===== config.mk =====
export PLATFORM = sky130hd
export DESIGN_NAME = igbt_pulse_sequencer
export DESIGN_NICKNAME = d
export VERILOG_FILES = /design/src/rtl/igbt_pulse_sequencer.sv
export SDC_FILE = /design/constraint.sdc
export NUM_CORES = 1
export LEC_CHECK = 0
export BUFFER_PORTS_ARGS = -buffer_cell sky130_fd_sc_hd__buf_2
export CAP_MARGIN = 10
export CORE_MARGIN = 4
export CORE_UTILIZATION = 50
export CTS_CLUSTER_SIZE = 16
export DETAILED_ROUTE_END_ITERATION = 12
export PLACE_DENSITY = 0.7
export SETUP_SLACK_MARGIN = 0.2
export SLEW_MARGIN = 20
export SYNTH_ARGS = -nofsm -noshare
export SYNTH_HDL_FRONTEND = slang
export SYNTH_SLANG_ARGS = --single-unit

===== constraint.sdc =====
create_clock -name sys_clk -period 4.31 [get_ports sys_clk]
set_clock_uncertainty 0.05 [all_clocks]
set_input_delay 0.2155 -clock sys_clk [delete_from_list [all_inputs] [get_ports sys_clk]]
set_output_delay 0.2155 -clock sys_clk [all_outputs]
set_load 0.005 [all_outputs]

===== src/rtl/igbt_pulse_sequencer.sv =====
// IGBT charge / dead-time / discharge pulse sequencer with a one-byte UART status queue.
// Optional macro DEAD_TIME_EN inserts a DEAD_CYCLES gap between the charge and discharge gates.
module igbt_pulse_sequencer #(
  parameter int TICK_DIV    = 50,
  parameter int DEAD_CYCLES = 25
) (
  input  logic        sys_clk,
  input  logic        sys_rst,
  input  logic        cmd_valid,
  input  logic [7:0]  cmd_work,
  input  logic [23:0] charge_time,
  input  logic [23:0] discharge_time,
  input  logic        tx_busy,
  output logic        send_en,
  output logic [7:0]  send_data,
  output logic        charge_gate,
  output logic        discharge_gate,
  output logic        seq_busy,
  output logic        seq_done
);

  if (TICK_DIV < 1 || DEAD_CYCLES < 1) begin : g_bad_params
    $error("igbt_pulse_sequencer: TICK_DIV and DEAD_CYCLES must be at least 1");
  end

  localparam int              TW        = (TICK_DIV > 1) ? $clog2(TICK_DIV) : 1;
  localparam logic [TW-1:0]   TICK_LAST = TW'(TICK_DIV - 1);
`ifdef DEAD_TIME_EN
  localparam int              DW        = (DEAD_CYCLES > 1) ? $clog2(DEAD_CYCLES) : 1;
  localparam logic [DW-1:0]   DEAD_LAST = DW'(DEAD_CYCLES - 1);
`endif

  localparam logic [7:0] CMD_START = 8'h01;
  localparam logic [7:0] CMD_STOP  = 8'h00;
  localparam logic [7:0] ST_DONE   = 8'hA5;
  localparam logic [7:0] ST_ABORT  = 8'hE1;
  localparam logic [7:0] ST_REJECT = 8'hE2;

  typedef enum logic [2:0] {
    IDLE,
    CHARGE,
`ifdef DEAD_TIME_EN
    DEAD,
`endif
    DISCHARGE,
    FINISH
  } state_t;

  state_t        state, state_nxt, after_charge, after_dead;
  logic [23:0]   charge_lat, discharge_lat;
  logic [TW-1:0] tick_cnt;
  logic [23:0]   unit_cnt;
`ifdef DEAD_TIME_EN
  logic [DW-1:0] dead_cnt;
`endif
  logic          start, stop, tick_wrap, charge_end, dis_end, dis_zero;
  logic          stat_push, st_valid, tx_hold, tx_seen, fire;
  logic [7:0]    stat_byte, st_byte;

  assign start      = cmd_valid && (cmd_work == CMD_START);
  assign stop       = cmd_valid && (cmd_work == CMD_STOP);
  assign tick_wrap  = (tick_cnt == TICK_LAST);
  assign charge_end = tick_wrap && (unit_cnt == charge_lat - 24'd1);
  assign dis_end    = tick_wrap && (unit_cnt == discharge_lat - 24'd1);
  // In IDLE the times are not latched yet, so the live inputs decide the route.
  assign dis_zero   = (state == IDLE) ? (discharge_time == '0) : (discharge_lat == '0);
  assign fire       = !tx_hold && st_valid && !tx_busy;

  always_comb begin
    // NOTE: every combinational output gets a default first so no path infers a latch.
    state_nxt    = state;
    stat_push    = 1'b0;
    stat_byte    = ST_DONE;
    after_dead   = dis_zero ? FINISH : DISCHARGE;
`ifdef DEAD_TIME_EN
    after_charge = DEAD;
`else
    after_charge = after_dead;
`endif
    if (state != IDLE && stop) begin
      state_nxt = IDLE;
      stat_push = 1'b1;
      stat_byte = ST_ABORT;
    end else begin
      if (state != IDLE && start) begin
        stat_push = 1'b1;
        stat_byte = ST_REJECT;
      end
      case (state)
        IDLE: if (start) begin
          if (charge_time == '0 && discharge_time == '0) state_nxt = FINISH;
          else if (charge_time != '0)                    state_nxt = CHARGE;
          else                                           state_nxt = after_charge;
        end
        CHARGE:    if (charge_end) state_nxt = after_charge;
`ifdef DEAD_TIME_EN
        DEAD:      if (dead_cnt == DEAD_LAST) state_nxt = after_dead;
`endif
        DISCHARGE: if (dis_end) state_nxt = FINISH;
        FINISH: begin
          state_nxt = IDLE;
          stat_push = 1'b1;
          stat_byte = ST_DONE;
        end
        default:   state_nxt = IDLE;
      endcase
    end
  end

  // Outputs are decoded from the next state so the gates are glitch-free flops
  // that can never both be high, and reset clears them asynchronously.
  always_ff @(posedge sys_clk or posedge sys_rst) begin
    if (sys_rst) begin
      state          <= IDLE;
      charge_gate    <= 1'b0;
      discharge_gate <= 1'b0;
      seq_busy       <= 1'b0;
      seq_done       <= 1'b0;
      charge_lat     <= '0;
      discharge_lat  <= '0;
      tick_cnt       <= '0;
      unit_cnt       <= '0;
`ifdef DEAD_TIME_EN
      dead_cnt       <= '0;
`endif
    end else begin
      state          <= state_nxt;
      charge_gate    <= (state_nxt == CHARGE);
      discharge_gate <= (state_nxt == DISCHARGE);
      seq_busy       <= (state_nxt != IDLE);
      seq_done       <= (state_nxt == FINISH);
      if (state == IDLE && start) begin
        charge_lat    <= charge_time;
        discharge_lat <= discharge_time;
      end
      if (state_nxt != state) begin
        tick_cnt <= '0;
        unit_cnt <= '0;
`ifdef DEAD_TIME_EN
        dead_cnt <= '0;
`endif
      end else begin
        if (state == CHARGE || state == DISCHARGE) begin
          if (tick_wrap) begin
            tick_cnt <= '0;
            unit_cnt <= unit_cnt + 24'd1;
          end else begin
            tick_cnt <= tick_cnt + TW'(1);
          end
        end
`ifdef DEAD_TIME_EN
        if (state == DEAD) dead_cnt <= dead_cnt + DW'(1);
`endif
      end
    end
  end

  // Status byte queue and UART handshake: after a send, wait for tx_busy to rise and fall.
  always_ff @(posedge sys_clk or posedge sys_rst) begin
    if (sys_rst) begin
      send_en   <= 1'b0;
      send_data <= 8'h00;
      st_valid  <= 1'b0;
      st_byte   <= 8'h00;
      tx_hold   <= 1'b0;
      tx_seen   <= 1'b0;
    end else begin
      send_en <= 1'b0;
      if (tx_hold) begin
        if (tx_busy) begin
          tx_seen <= 1'b1;
        end else if (tx_seen) begin
          tx_hold <= 1'b0;
          tx_seen <= 1'b0;
        end
      end else if (fire) begin
        send_en   <= 1'b1;
        send_data <= st_byte;
        tx_hold   <= 1'b1;
      end
      if (stat_push) begin
        st_valid <= 1'b1;
        st_byte  <= stat_byte;
      end else if (fire) begin
        st_valid <= 1'b0;
      end
    end
  end

endmodule


Word-level counts from Yosys, hierarchy flattened
Cells that the tools add are included.
- flip-flop bits (word level): 105
- input bits: 60
- output and inout port bits: 13
- word-level logic and storage cells: 86
- add/sub/neg operators: 4
- equality and inequality tests: 11
- mux-type cells: 29
- bitwise operators: 1
- reduce and logical (&&, ||, !) cells: 26
- operators with widths (kind ; number):
    $logic_not 24->1 ; 3
    $mux 24 ; 3
    $eq 24x24->1 ; 2
    $sub 24x1->24 const B ; 2
    $add 24x1->24 const B ; 1
    $reduce_bool 24->1 ; 1
    $mux 6 ; 3
    $mux 8 ; 2
    $mux 1 ; 13
    $eq 3x2->1 const B ; 4
    $mux 3 ; 4
    $logic_and 1x1->1 ; 10
    $pmux 3 s3 ; 1
    $eq 8x1->1 const B ; 1
    $logic_not 8->1 ; 1
    $mux 7 ; 1
    $add 6x1->6 const B ; 1
    $eq 3x1->1 const B ; 2
    $eq 6x6->1 const B ; 1
    $reduce_bool 2->1 ; 3
    $reduce_bool 3->1 ; 2
    $mux 2 ; 2
    $reduce_and 2->1 ; 2
    $logic_not 3->1 ; 1
    4 further kinds ; 5

Logic depth before layout (Yosys ltp)
Gate-level depths: netlist of the first run.
- depth after elaboration: 11
- mapped depth: 12
- mapped depth without buffers: 10

Worst setup path after synthesis of the first run
No wires, ideal clock.
- path type: flip-flop to flip-flop
- start: register charge_lat[0]
- end: register unit_cnt[16]
- setup time: 0.119 ns
- arrival time: 2.814 ns
- required time: 4.141 ns
- slack: 1.327 ns
- stages on the path, launching flop included: 13
- buffers on the path: 2
- period minus slack after synthesis: 2.983 ns
- cell sequence: dfrtp_1 inv_1 ha_1 or4b_1 clkbuf_1 a2111oi_0 nor3_1 nor3b_1 nand4_2 o21bai_4 a2bb2oi_4 buf_8 nor2_2
- word-level cells in the longest chain between the ends: 9
- elaborated cells on any way between the ends: 11
- those cells by class: 1 x add/sub; 2 x eq/ne; 4 x mux; 4 x reduce/logical
- RTL lines (item ; RTL line ; text):
    start: declaration ; 50 ; logic [23:0] charge_lat, discharge_lat;
    start signal: assignment ; 133 ; charge_lat <= charge_time;
    $sub 24x1->24 * ; 63 ; assign charge_end = tick_wrap && (unit_cnt == charge_lat - 24'd1);
    $eq 24x24->1 * ; 63 ;
    $logic_and 1x1->1 * ; 63 ;
    $mux 3 * ; 95 ; CHARGE: if (charge_end) state_nxt = after_charge;
    $pmux 3 s3 * ; 89 ; case (state)
    $mux 3 * ; 80 ; if (state != IDLE && stop) begin
    $ne 3x3->1 * ; 136 ; if (state_nxt != state) begin
    $reduce_bool 2->1 (no line) ; - ;
    $reduce_and 2->1 (no line) ; - ;
    end signal: assignment ; 146 ; unit_cnt <= unit_cnt + 24'd1;
    end: declaration ; 52 ; logic [23:0] unit_cnt;
Every way passes the cells marked *; elsewhere a longest branch is shown, timed or not.
A chain may end at the register's enable or synchronous reset.

Worst setup path after layout of the first run
- start: register charge_lat[0]
- end: register charge_gate
- word-level cells in the longest chain between the ends: 7
- RTL lines (item ; RTL line ; text):
    $sub 24x1->24 ; 63 ;
    $eq 24x24->1 ; 63 ;
    $logic_and 1x1->1 ; 63 ;
    $mux 3 ; 95 ;
    $pmux 3 s3 ; 89 ;
    $mux 3 ; 80 ;
    $eq 3x1->1 ; 128 ; charge_gate <= (state_nxt == CHARGE);
    end signal: assignment ; 128 ;
    end: declaration ; 16 ; output logic charge_gate,
No other way between the ends.

==> results.md, run 1 <==
- Status: complete, no violations
- Max-Cap Viols: 0
- Mapped Cells: 612
- #FFs+latches synth: 99
- # port buffers: 70
- Layout cells sized above 1: 26.5%
- Clock Path Buffers: 2
- CP Cell Sequence: inv_1 -> ha_1 -> or4b_1 -> a2111oi_0 -> nor3_1 -> nor3b_1 -> nand4_2 -> nor4b_1 -> o21bai_1 -> and2_1
- Fin Setup TNS: 0 ns
- Required @ worst endpoint: 4.50 ns
- PwrDens: 341 mW/mm^2
- Ranking of synthesized cells by area: dfrtp_1 (40%), mux2_2 (9.9%), xnor2_1 (6.3%), xor2_1 (5.9%), nor4_1 (2.7%)
- Average size of a mapped cell: 10.0 sq um
- Endpoints failing hold: 0
- Dpl cells: 802
- Clock Latency Late Sink: 0.35 ns
- Synth Flop Type: dfrtp_1
- Critical Path End Type: register
- Final Critical Period: 3.59 ns
- Std cell rows: 40
- Max Freq: 279 MHz
- Iter 0 DRT Violations: 323
- Largest net degree at the start of global routing: 74
- Hold Path Class: primary input to asynchronous set/reset pin
- Die footprint: 0.0141 sq mm
- H-tree depth: 3
- GPL Wtd Cong: 0.932
- Largest area contributor in the netlist: dfrtp_1
- Top-count cell post-synth: dfrtp_1
- Final Slew Violations: 0
- Die X: 119 microns
- Total I/O pin count: 73
- # resized after CTS: 0
- Worst Setup Start Kind: register
- Post-route clock period utilization: 83.3%
- Nets: 731
- RSZ-0062 raised after global routing: no
- Worst-path clk slew: 0.07 ns
- CP max stage cell: or4b_1
- Post-CTS Setup Bufs: 0
- Initial antenna violation count: 0
- Drc violations: 0
- Total Routed Length: 14500 microns
- Max stage delay on crit path: 0.60 ns
- Die Y: 119 microns
- Synth Area in Adders: 1.02%
- First-pass GRT wire length: 24300 microns
- Fin Hold WS: 0.0124 ns
- Root cell of the clock tree: clkbuf_16
- CTS tree: yes
- Post-Synth XOR/XNOR Area: 12.1%
- Post-synth EDFFs: 0
- Worst-Margin Slew: 0.920 ns
- Fraction of registers with async set/reset: 100%
- Layout area overhead: 13.5%
- Final setup vio count: 0
- Hold buffer count at CTS: 0
- CORE AREA: 0.0120 sq mm
- Simple logic cell fraction of the synthesized area: 22.8%
- Post-synthesis mux area share: 11.1%
- Largest family of logic cells by synthesized area: simple AND/OR/NAND/NOR gates
- CP Class: register to register
- DRT Pass-1 Iters: 5
- VDD IR max: 0.000220 V
- Non-Filler Instances: 818
- GRT overflow: 0
- Compound-Gate Fraction of Synth Area: 9.21%
- Number of diodes: 0
- Yosys top cell area share: 40.4%
- Total CTS buffers: 9
- CTS sink cnt: 99
- Initial Utilization: 51.0%
- Synth cell types: 71
- Post-synthesis sequential area ratio: 40.4%
- Worst path arrival time: 3.78 ns
- Relative slew slack: 38.6%
- GRT Total Usage: 21.2%
- Post-synth top cells: dfrtp_1 (99), mux2_2 (54), xnor2_1 (44), xor2_1 (41), nor2_1 (40)
- Vias in the first global route: 4873
- Yosys Warn Count: 0
- Worst-path fanout max: 7
- Wirelength per Cell: 17.7 microns
- Total number of vias: 4953
- Lkg Pwr: 3.28 nW
- DRT antenna net count: 0
- Vias/cell: 6.06
- Mapped Area: 0.00613 sq mm
- Final HPWL DP: 11000 microns
-- worst paths after layout --
kind,from,end,slack (ns),cells after the start
max in group asynchronous,sys_rst,tick_cnt[3],3.30,3
hold reg to reg,st_byte[5],st_byte[5],0.43,1
hold / removal,sys_rst,discharge_lat[22],0.01,2
setup reg to reg,charge_lat[0],charge_gate,0.72,10
min in group sys_clk,charge_time[3],charge_lat[3],0.06,2
setup / recovery,charge_lat[0],charge_gate,0.72,10
-- cell families (layout without fill, tap and decap cells) --
logic type	count (synthesis)	after routing
AO/OA/AOI/OAI	74	74
adder cells (fa/ha/maj)	5	5
AND/OR/NAND/NOR	242	242
other	1	3
flip-flops	99	99
buffers and inverters	45	102
XOR/XNOR	85	85
multiplexers	61	61
-- registers in the layout (all words and copies together) (netlist names) --
signal / count
st_byte: 5
state: 3
seq_busy: 1
discharge_gate: 1
discharge_lat: 24
send_en: 1
charge_lat: 24
tick_cnt: 6
seq_done: 1
tx_hold: 1
tx_seen: 1
unit_cnt: 24
st_valid: 1
send_data: 5
charge_gate: 1
-- cell usage in the layout (no fill, tap or decap), types with 5 or more instances in the layout --
master     synthesis  routed
dfrtp_1           99      99
buf_2              0      70
mux2_2            54      54
xnor2_1           44      44
xor2_1            41      41
nor2_1            40      40
nand2_1           27      26
nor4_1            26      26
nand3_1           24      24
nand4_1           20      20
nor3_1            19      19
o21ai_0           15      15
a21oi_1           13      13
and3_1            12      12
inv_1             11      10
nor2_2            10      10
clkbuf_16          0       9
nand2b_1           8       8
or3_1              8       8
a31oi_1            7       7
mux2i_1            7       7
nor2b_1            6       6
nor4b_1            5       5
nor3b_1            5       5
or4_1              5       5
ha_1               5       5
bufinv_16          0       5
buf_4              3       5
-- where the power goes --
| group | switching [mW] | internal, mW |
|---|---|---|
| Clock | 0.353 | 0.702 |
| Combinational | 0.172 | 0.157 |
| Sequential | 0.0341 | 0.952 |
-- critical path, delay by kind of cell (launching register included) --
| family | cells | cell delay, ns |
|---|---|---|
| buf+inv | 1 | 0.10 |
| compound gates | 2 | 0.65 |
| fa+ha+maj | 1 | 0.26 |
| simple gates | 6 | 1.96 |
| flops | 1 | 0.44 |
-- layout make-up --
cell class	instances	area, sq um
repair buffers	75	388
multi-input cells	470	3470
inverters	11	43.8
well taps	147	184
clock buffers	10	239
flip-flops and latches	99	2480
clock inverters	6	159
fillers	1025	5050
-- per-layer routing --
| layer | vias up | GRT usage [%] | share of wire (%) |
|---|---|---|---|
| li1 | 2346 | - | - |
| met1 | 2417 | 28.7 | 45 |
| met2 | 164 | 33.9 | 47 |
| met3 | 26 | 4.88 | 5.6 |
| met4 | 0 | 6.52 | 2.1 |
| met5 | - | 0 | 0 |
-- through the flow --
stage | power (mW) | util (%) | instance area [sq um] | setup slack [ns]
after CTS | 2.39 | 57.9 | 6950 | 0.705
after floorplan | 1.24 | - | 6140 | 1.33
final | 2.37 | 57.9 | 6960 | 0.719
after detailed placement | 1.33 | 54.6 | 6550 | 0.714
after global placement | 1.32 | 54.6 | 6550 | 0.844
after global routing | 2.46 | 57.9 | 6960 | 0.380
Power figures use the tool's default switching activity.
==> run 2, diff against run 1 <==
PLACE_DENSITY = 0.73   (was 0.7)
clock period = 3 ns   (was 4.31 ns; I/O delays follow)
==> run 2 against run 1 <==
Against the previous run: utilization increased by 7.0 points; die area stayed put; clock power is 8% higher; non-clock buffer count grew 90; sequential share of layout area decreased by 3.8 points; fmax grew 15%; largest cell class unchanged; final area grew 12%; the flow now finishes with violations (negative setup slack); worst hold slack worse by 0.0065 ns; final cell count grew 11%; sequential cell count unchanged; worst setup slack got worse by 0.84 ns; total power is 34% higher.
==> results.md, run 2 (synthesis results as in run 1) <==
- Clock Path Buffers: 2 (unchanged)
- Relative slew slack: 40.4% (was 38.6%)
- Initial Utilization: 51.0% (unchanged)
- Final Instance Area: 0.00780 sq mm (was 0.00696 sq mm)
- Total Routed Length: 15900 microns (was 14500 microns)
- Routing usage on met2: 37.2% (was 33.9%)
- Met1 Use GR: 28.5% (was 28.7%)
- Vias in the first global route: 5316 (was 4873)
- CP Cell Sequence: inv_2 -> ha_4 -> or4b_4 -> buf_8 -> nor4_4 -> and3_1 -> o21ai_1 -> a311o_1 -> o21bai_4 -> a2bb2oi_4 -> clkbuf_16 -> a21oi_1 (was inv_1 -> ha_1 -> or4b_1 -> a2111oi_0 -> nor3_1 -> nor3b_1 -> nand4_2 -> nor4b_1 -> o21bai_1 -> and2_1)
- Failing checks: negative setup slack
- Total I/O pin count: 73 (unchanged)
- Vias/cell: 5.88 (was 6.06)
- Area after DPL: 0.00690 sq mm (was 0.00655 sq mm)
- CORE AREA: 0.0120 sq mm (unchanged)
- Commonest non-fill, non-tap cell in the layout: dfrtp_1 (unchanged)
- Dpl cells: 841 (was 802)
- Endpoints failing hold: 0 (unchanged)
- GRT busiest layer: met2 (unchanged)
- Biggest registers after layout: charge_lat: 24 flops, discharge_lat: 24 flops, unit_cnt: 24 flops (unchanged)
- Max Freq: 320 MHz (was 279 MHz)
- Post-route clock period utilization: 104% (was 83.3%)
- Clock Latency Late Sink: 0.35 ns (about the same)
- GRT overflow: 0 (unchanged)
- Worst Setup Start Kind: register (unchanged)
- Non-Filler Instances: 907 (was 818)
- Layout area overhead: 27.3% (was 13.5%)
- Iter 0 DRT Violations: 356 (was 323)
- Final Critical Period: 3.12 ns (was 3.59 ns)
- Std cell rows: 40 (unchanged)
- Largest net degree at the start of global routing: 57 (was 74)
- Core Util, Final: 64.9% (was 57.9%)
- GRT met3 Usage: 5.07% (was 4.88%)
- Initial antenna violation count: 0 (unchanged)
- Total number of vias: 5332 (was 4953)
- Most frequent cells in the layout: dfrtp_1 (99), buf_2 (70), buf_4 (55) (was dfrtp_1 (99), buf_2 (70), mux2_2 (54))
- Max-Cap Viols: 0 (unchanged)
- PwrDens: 406 mW/mm^2 (was 341 mW/mm^2)
- Total CTS buffers: 9 (unchanged)
- DRT antenna net count: 0 (unchanged)
- Worst-path clk slew: 0.07 ns (about the same)
- Lkg Pwr: 3.67 nW (was 3.28 nW)
- Worst path arrival time: 3.31 ns (was 3.78 ns)
- Nets: 821 (was 731)
- Final setup vio count: 31 (was 0)
- Wirelength per Cell: 17.5 microns (was 17.7 microns)
- Final Slew Violations: 0 (unchanged)
- GRT Total Usage: 22.3% (was 21.2%)
- CP top delay family: compound AO/OA/AOI/OAI gates (was simple AND/OR/NAND/NOR gates)
- Number of diodes: 0 (unchanged)
- Final worst slack: -0.124 ns (was 0.719 ns)
- RSZ-0062 raised after global routing: yes (was no)
- CP Class: register to register (unchanged)
- Final HPWL DP: 11500 microns (was 11000 microns)
- Critical path buffer and inverter count: 3 (was 1)
- Status: finished, violations left (was complete, no violations)
- Total power: 3.17 mW (was 2.37 mW)
- VDD IR max: 0.000369 V (was 0.000220 V)
- Max stage delay on crit path: 0.46 ns (was 0.60 ns)
- H-tree depth: 3 (unchanged)
- Die footprint: 0.0141 sq mm (unchanged)
- First-pass GRT wire length: 25700 microns (was 24300 microns)
- Die X: 119 microns (unchanged)
- Layout cells sized above 1: 33.2% (was 26.5%)
- Die Y: 119 microns (unchanged)
- CTS tree: yes (unchanged)
- CP max stage cell: or4b_4 (was or4b_1)
- Hold Path Class: primary input to register (was primary input to asynchronous set/reset pin)
- GPL Wtd Cong: 0.897 (was 0.932)
- CTS sink cnt: 99 (unchanged)
- DRT Pass-1 Iters: 7 (was 5)
- Root cell of the clock tree: clkbuf_16 (unchanged)
- # port buffers: 70 (unchanged)
- Drc violations: 0 (unchanged)
- Worst-Margin Slew: 0.892 ns (was 0.920 ns)
- Required @ worst endpoint: 3.19 ns (was 4.50 ns)
- Critical Path End Type: register (unchanged)
- Worst-path fanout max: 7 (unchanged)
[run 2: changes by cell type in the layout (fill, tap and decap cells not counted), sizes merged]
| cell | delta |
|---|---|
| clkinv | +1 |
| bufinv | -4 |
| clkbuf | +3 |
| buf | +53 |
| dlygate4sd3 | +35 |
| clkinvlp | +1 |
[run 2: per-stage QoR]
step	TNS, ns	setup WS [ns]	hold WS, ns
2_1_floorplan	0	0.174	0.251
3_3_place_gp	0	0.0504	0.248
3_5_place_dp	-0.0211	-0.0211	0.257
4_1_cts	-0.00191	-0.00106	0.00191
5_1_grt	-7.19	-0.252	0.00870
6_report	-2.96	-0.124	0.00589
[run 2: cell type report]
cell class                 count  area, sq um
sequential                    99         2480
multi-input combinational    470         3600
inverter                      11         43.8
fill                         933         4210
timing repair buffer         165         1210
clock inverter                 4         51.3
tap                          147          184
clock buffer                  11          233
[run 2: what timing repair did]
item,CTS,global route
resized for setup,3,23
endpoints found under the setup margin,33,34
cloned,0,3
pin swaps,3,18
hold endpoints to repair,87,1
setup buffers,3,10
hold buffers,34,1
[run 2: final timing paths]
path	start	end	slack (ns)	cells past startpoint
max in group asynchronous	sys_rst	charge_lat[0]	1.71	4
setup / recovery	charge_lat[1]	unit_cnt[5]	-0.12	12
hold / removal	charge_time[6]	charge_lat[6]	0.006	2
hold reg to reg	st_byte[0]	st_byte[0]	0.43	1
setup reg to reg	charge_lat[1]	unit_cnt[5]	-0.12	12
min in group asynchronous	sys_rst	tick_cnt[2]	0.41	3
[run 2: routing by layer]
metal | part of all wire (%) | routed length [microns] | vias up
met4 | 2.0 | 324 | 0
met5 | 0 | 0 | -
met1 | 44 | 7010 | 2635
met2 | 49 | 7770 | 140
li1 | - | - | 2526
met3 | 4.8 | 754 | 31
[run 2: power breakdown]
| part | switching [mW] | internal, mW |
|---|---|---|
| logic | 0.297 | 0.320 |
| clock network | 0.501 | 0.644 |
| registers | 0.0384 | 1.37 |
==> run 3, diff against run 2 <==
MAX_ROUTING_LAYER = met4   (was unset)
clock period = 2.83 ns   (was 3 ns; I/O delays follow)
==> run 3 against run 2 <==
Against the previous run: the run still ends with negative setup slack left; non-clock buffer count up 30; sequential share of layout area down 0.87 points; sequential cell count unchanged; register-to-register slack about the same; utilization up 1.8 points; critical endpoint is now unit_cnt[1]; largest cell class unchanged.
==> results.md, run 3 (synthesis results as in run 1) <==
- Critical Path End Type: register (unchanged)
- Worst-path clk slew: 0.07 ns (about the same)
- Status: finished, violations left (unchanged)
- Layout cells sized above 1: 33.9% (was 33.2%)
- Vias in the first global route: 5646 (was 5316)
- Total Routed Length: 16500 microns (was 15900 microns)
- Largest net degree at the start of global routing: 100 (was 57)
- CTS tree: yes (unchanged)
- Final HPWL DP: 11900 microns (was 11500 microns)
- Worst-path fanout max: 19 (was 7)
- Final Critical Period: 2.96 ns (was 3.12 ns)
- Clock Path Buffers: 2 (unchanged)
- Nets: 851 (was 821)
- Initial antenna violation count: 0 (unchanged)
- Total number of vias: 5417 (was 5332)
- Iter 0 DRT Violations: 410 (was 356)
- Number of diodes: 0 (unchanged)
- Worst path arrival time: 3.15 ns (was 3.31 ns)
- Worst Setup Start Kind: register (unchanged)
- Biggest registers after layout: charge_lat: 24 flops, discharge_lat: 24 flops, unit_cnt: 24 flops (unchanged)
- Max Freq: 338 MHz (was 320 MHz)
- DRT antenna net count: 0 (unchanged)
- DRT Pass-1 Iters: 5 (was 7)
- Total CTS buffers: 9 (unchanged)
- Hold Path Class: primary input to register (unchanged)
- Lkg Pwr: 3.81 nW (was 3.67 nW)
- Root cell of the clock tree: clkbuf_16 (unchanged)
- CTS sink cnt: 99 (unchanged)
- Drc violations: 0 (unchanged)
- Die X: 119 microns (unchanged)
- PwrDens: 418 mW/mm^2 (was 406 mW/mm^2)
- Final Slew Violations: 0 (unchanged)
- Post-route clock period utilization: 104% (about the same)
- Wirelength per Cell: 17.6 microns (was 17.5 microns)
- Clock Latency Late Sink: 0.36 ns (was 0.35 ns)
- Final worst slack: -0.127 ns (was -0.124 ns)
- First-pass GRT wire length: 27600 microns (was 25700 microns)
- Layout area overhead: 30.8% (was 27.3%)
- Worst-Margin Slew: 0.921 ns (was 0.892 ns)
- # port buffers: 70 (unchanged)
- Core Util, Final: 66.8% (was 64.9%)
- GRT Total Usage: 24.8% (was 22.3%)
- Final setup vio count: 33 (was 31)
- Relative slew slack: 38.5% (was 40.4%)
- Most frequent cells in the layout: dfrtp_1 (99), buf_4 (72), buf_2 (71) (was dfrtp_1 (99), buf_2 (70), buf_4 (55))
- Die Y: 119 microns (unchanged)
- Fillers: 921 (was 933)
- VDD IR max: 0.000348 V (was 0.000369 V)
- GRT overflow: 0 (unchanged)
- Required @ worst endpoint: 3.02 ns (was 3.19 ns)
- Total I/O pin count: 73 (unchanged)
- Pre-CTS WS: -0.177 ns (was -0.0211 ns)
- Commonest non-fill, non-tap cell in the layout: dfrtp_1 (unchanged)
- Max-Cap Viols: 0 (unchanged)
- RSZ-0062 raised after global routing: yes (unchanged)
- GPL Wtd Cong: 0.933 (was 0.897)
- Failing checks: negative setup slack (unchanged)
- H-tree depth: 3 (unchanged)
- Die footprint: 0.0141 sq mm (unchanged)
- Vias/cell: 5.78 (was 5.88)
- Initial Utilization: 51.0% (unchanged)
- CORE AREA: 0.0120 sq mm (unchanged)
- Std cell rows: 40 (unchanged)
- Endpoints failing hold: 0 (unchanged)
- CP Class: register to register (unchanged)
run 3: cell count changes in the layout (fill, tap and decap cells not counted), sizes merged, moves of 3 or more:
cell / change
buf: +19
clkbuf: -3
clkinv: +3
dlygate4sd3: +13
run 3: where the power goes:
part	total, mW	switching (mW)	internal (mW)
combinational	0.687	0.329	0.359
clock	1.17	0.554	0.620
sequential	1.49	0.0366	1.45
run 3: layout make-up:
class / instances / area [sq um] / area share, %
multi-input combinational: 470 / 3590 / 44.8
sequential: 99 / 2480 / 30.9
tap: 147 / 184 / 2.29
clock buffer: 10 / 239 / 2.98
clock inverter: 6 / 40.0 / 0.499
timing repair buffer: 195 / 1440 / 17.9
inverter: 11 / 45.0 / 0.562
run 3: metrics by stage:
step / setup TNS, ns / total power, mW / cell area, sq um / cells / hold WS [ns]
2_1_floorplan: 0 / 1.90 / 6210 / 614 / 0.242
3_3_place_gp: -0.284 / 2.08 / 7120 / 868 / 0.278
3_5_place_dp: -2.89 / 2.11 / 7120 / 868 / 0.304
4_1_cts: -2.78 / 3.35 / 7950 / 936 / 0.00320
5_1_grt: -6.73 / 3.50 / 8020 / 938 / 0.00655
6_report: -2.54 / 3.35 / 8020 / 938 / 0.00614
run 3: worst max-delay path, stage by stage (launching register included):
cell	delay, ns
dfrtp_1	0.38
or4_4	0.54
or4_4	0.57
a2111oi_4	0.23
a2bb2oi_2	0.22
nand4_4	0.16
o21bai_4	0.18
a2bb2oi_4	0.23
buf_12	0.19
o21ai_1	0.09
run 3: what timing repair did:
item                                   in CTS  in global routing
setup buffers                               4                  1
setup endpoints to repair                  34                 34
resized for setup                           8                 11
hold buffers                               48                  0
endpoints found under the hold margin     146                  0
pin swaps                                   4                  3
cloned                                      0                  1
run 3: final timing paths:
kind	start	endpoint	slack, ns	depth (start not counted)
worst max-delay path	charge_lat[14]	unit_cnt[1]	-0.13	9
worst min-delay path	charge_time[12]	charge_lat[12]	0.006	2
worst max register to register	charge_lat[14]	unit_cnt[1]	-0.13	9
worst min register to register	st_byte[5]	st_byte[5]	0.43	1
min in group asynchronous	sys_rst	send_data[6]	0.45	4
max in group asynchronous	sys_rst	unit_cnt[2]	1.89	4
run 3: routing by layer:
metal,vias to the layer above,wire (microns),GRT usage [%]
met5,-,0,-
met4,0,431,9.92
met3,33,647,4.40
met2,142,8370,40.6
met1,2661,7070,30.5
li1,2581,-,-
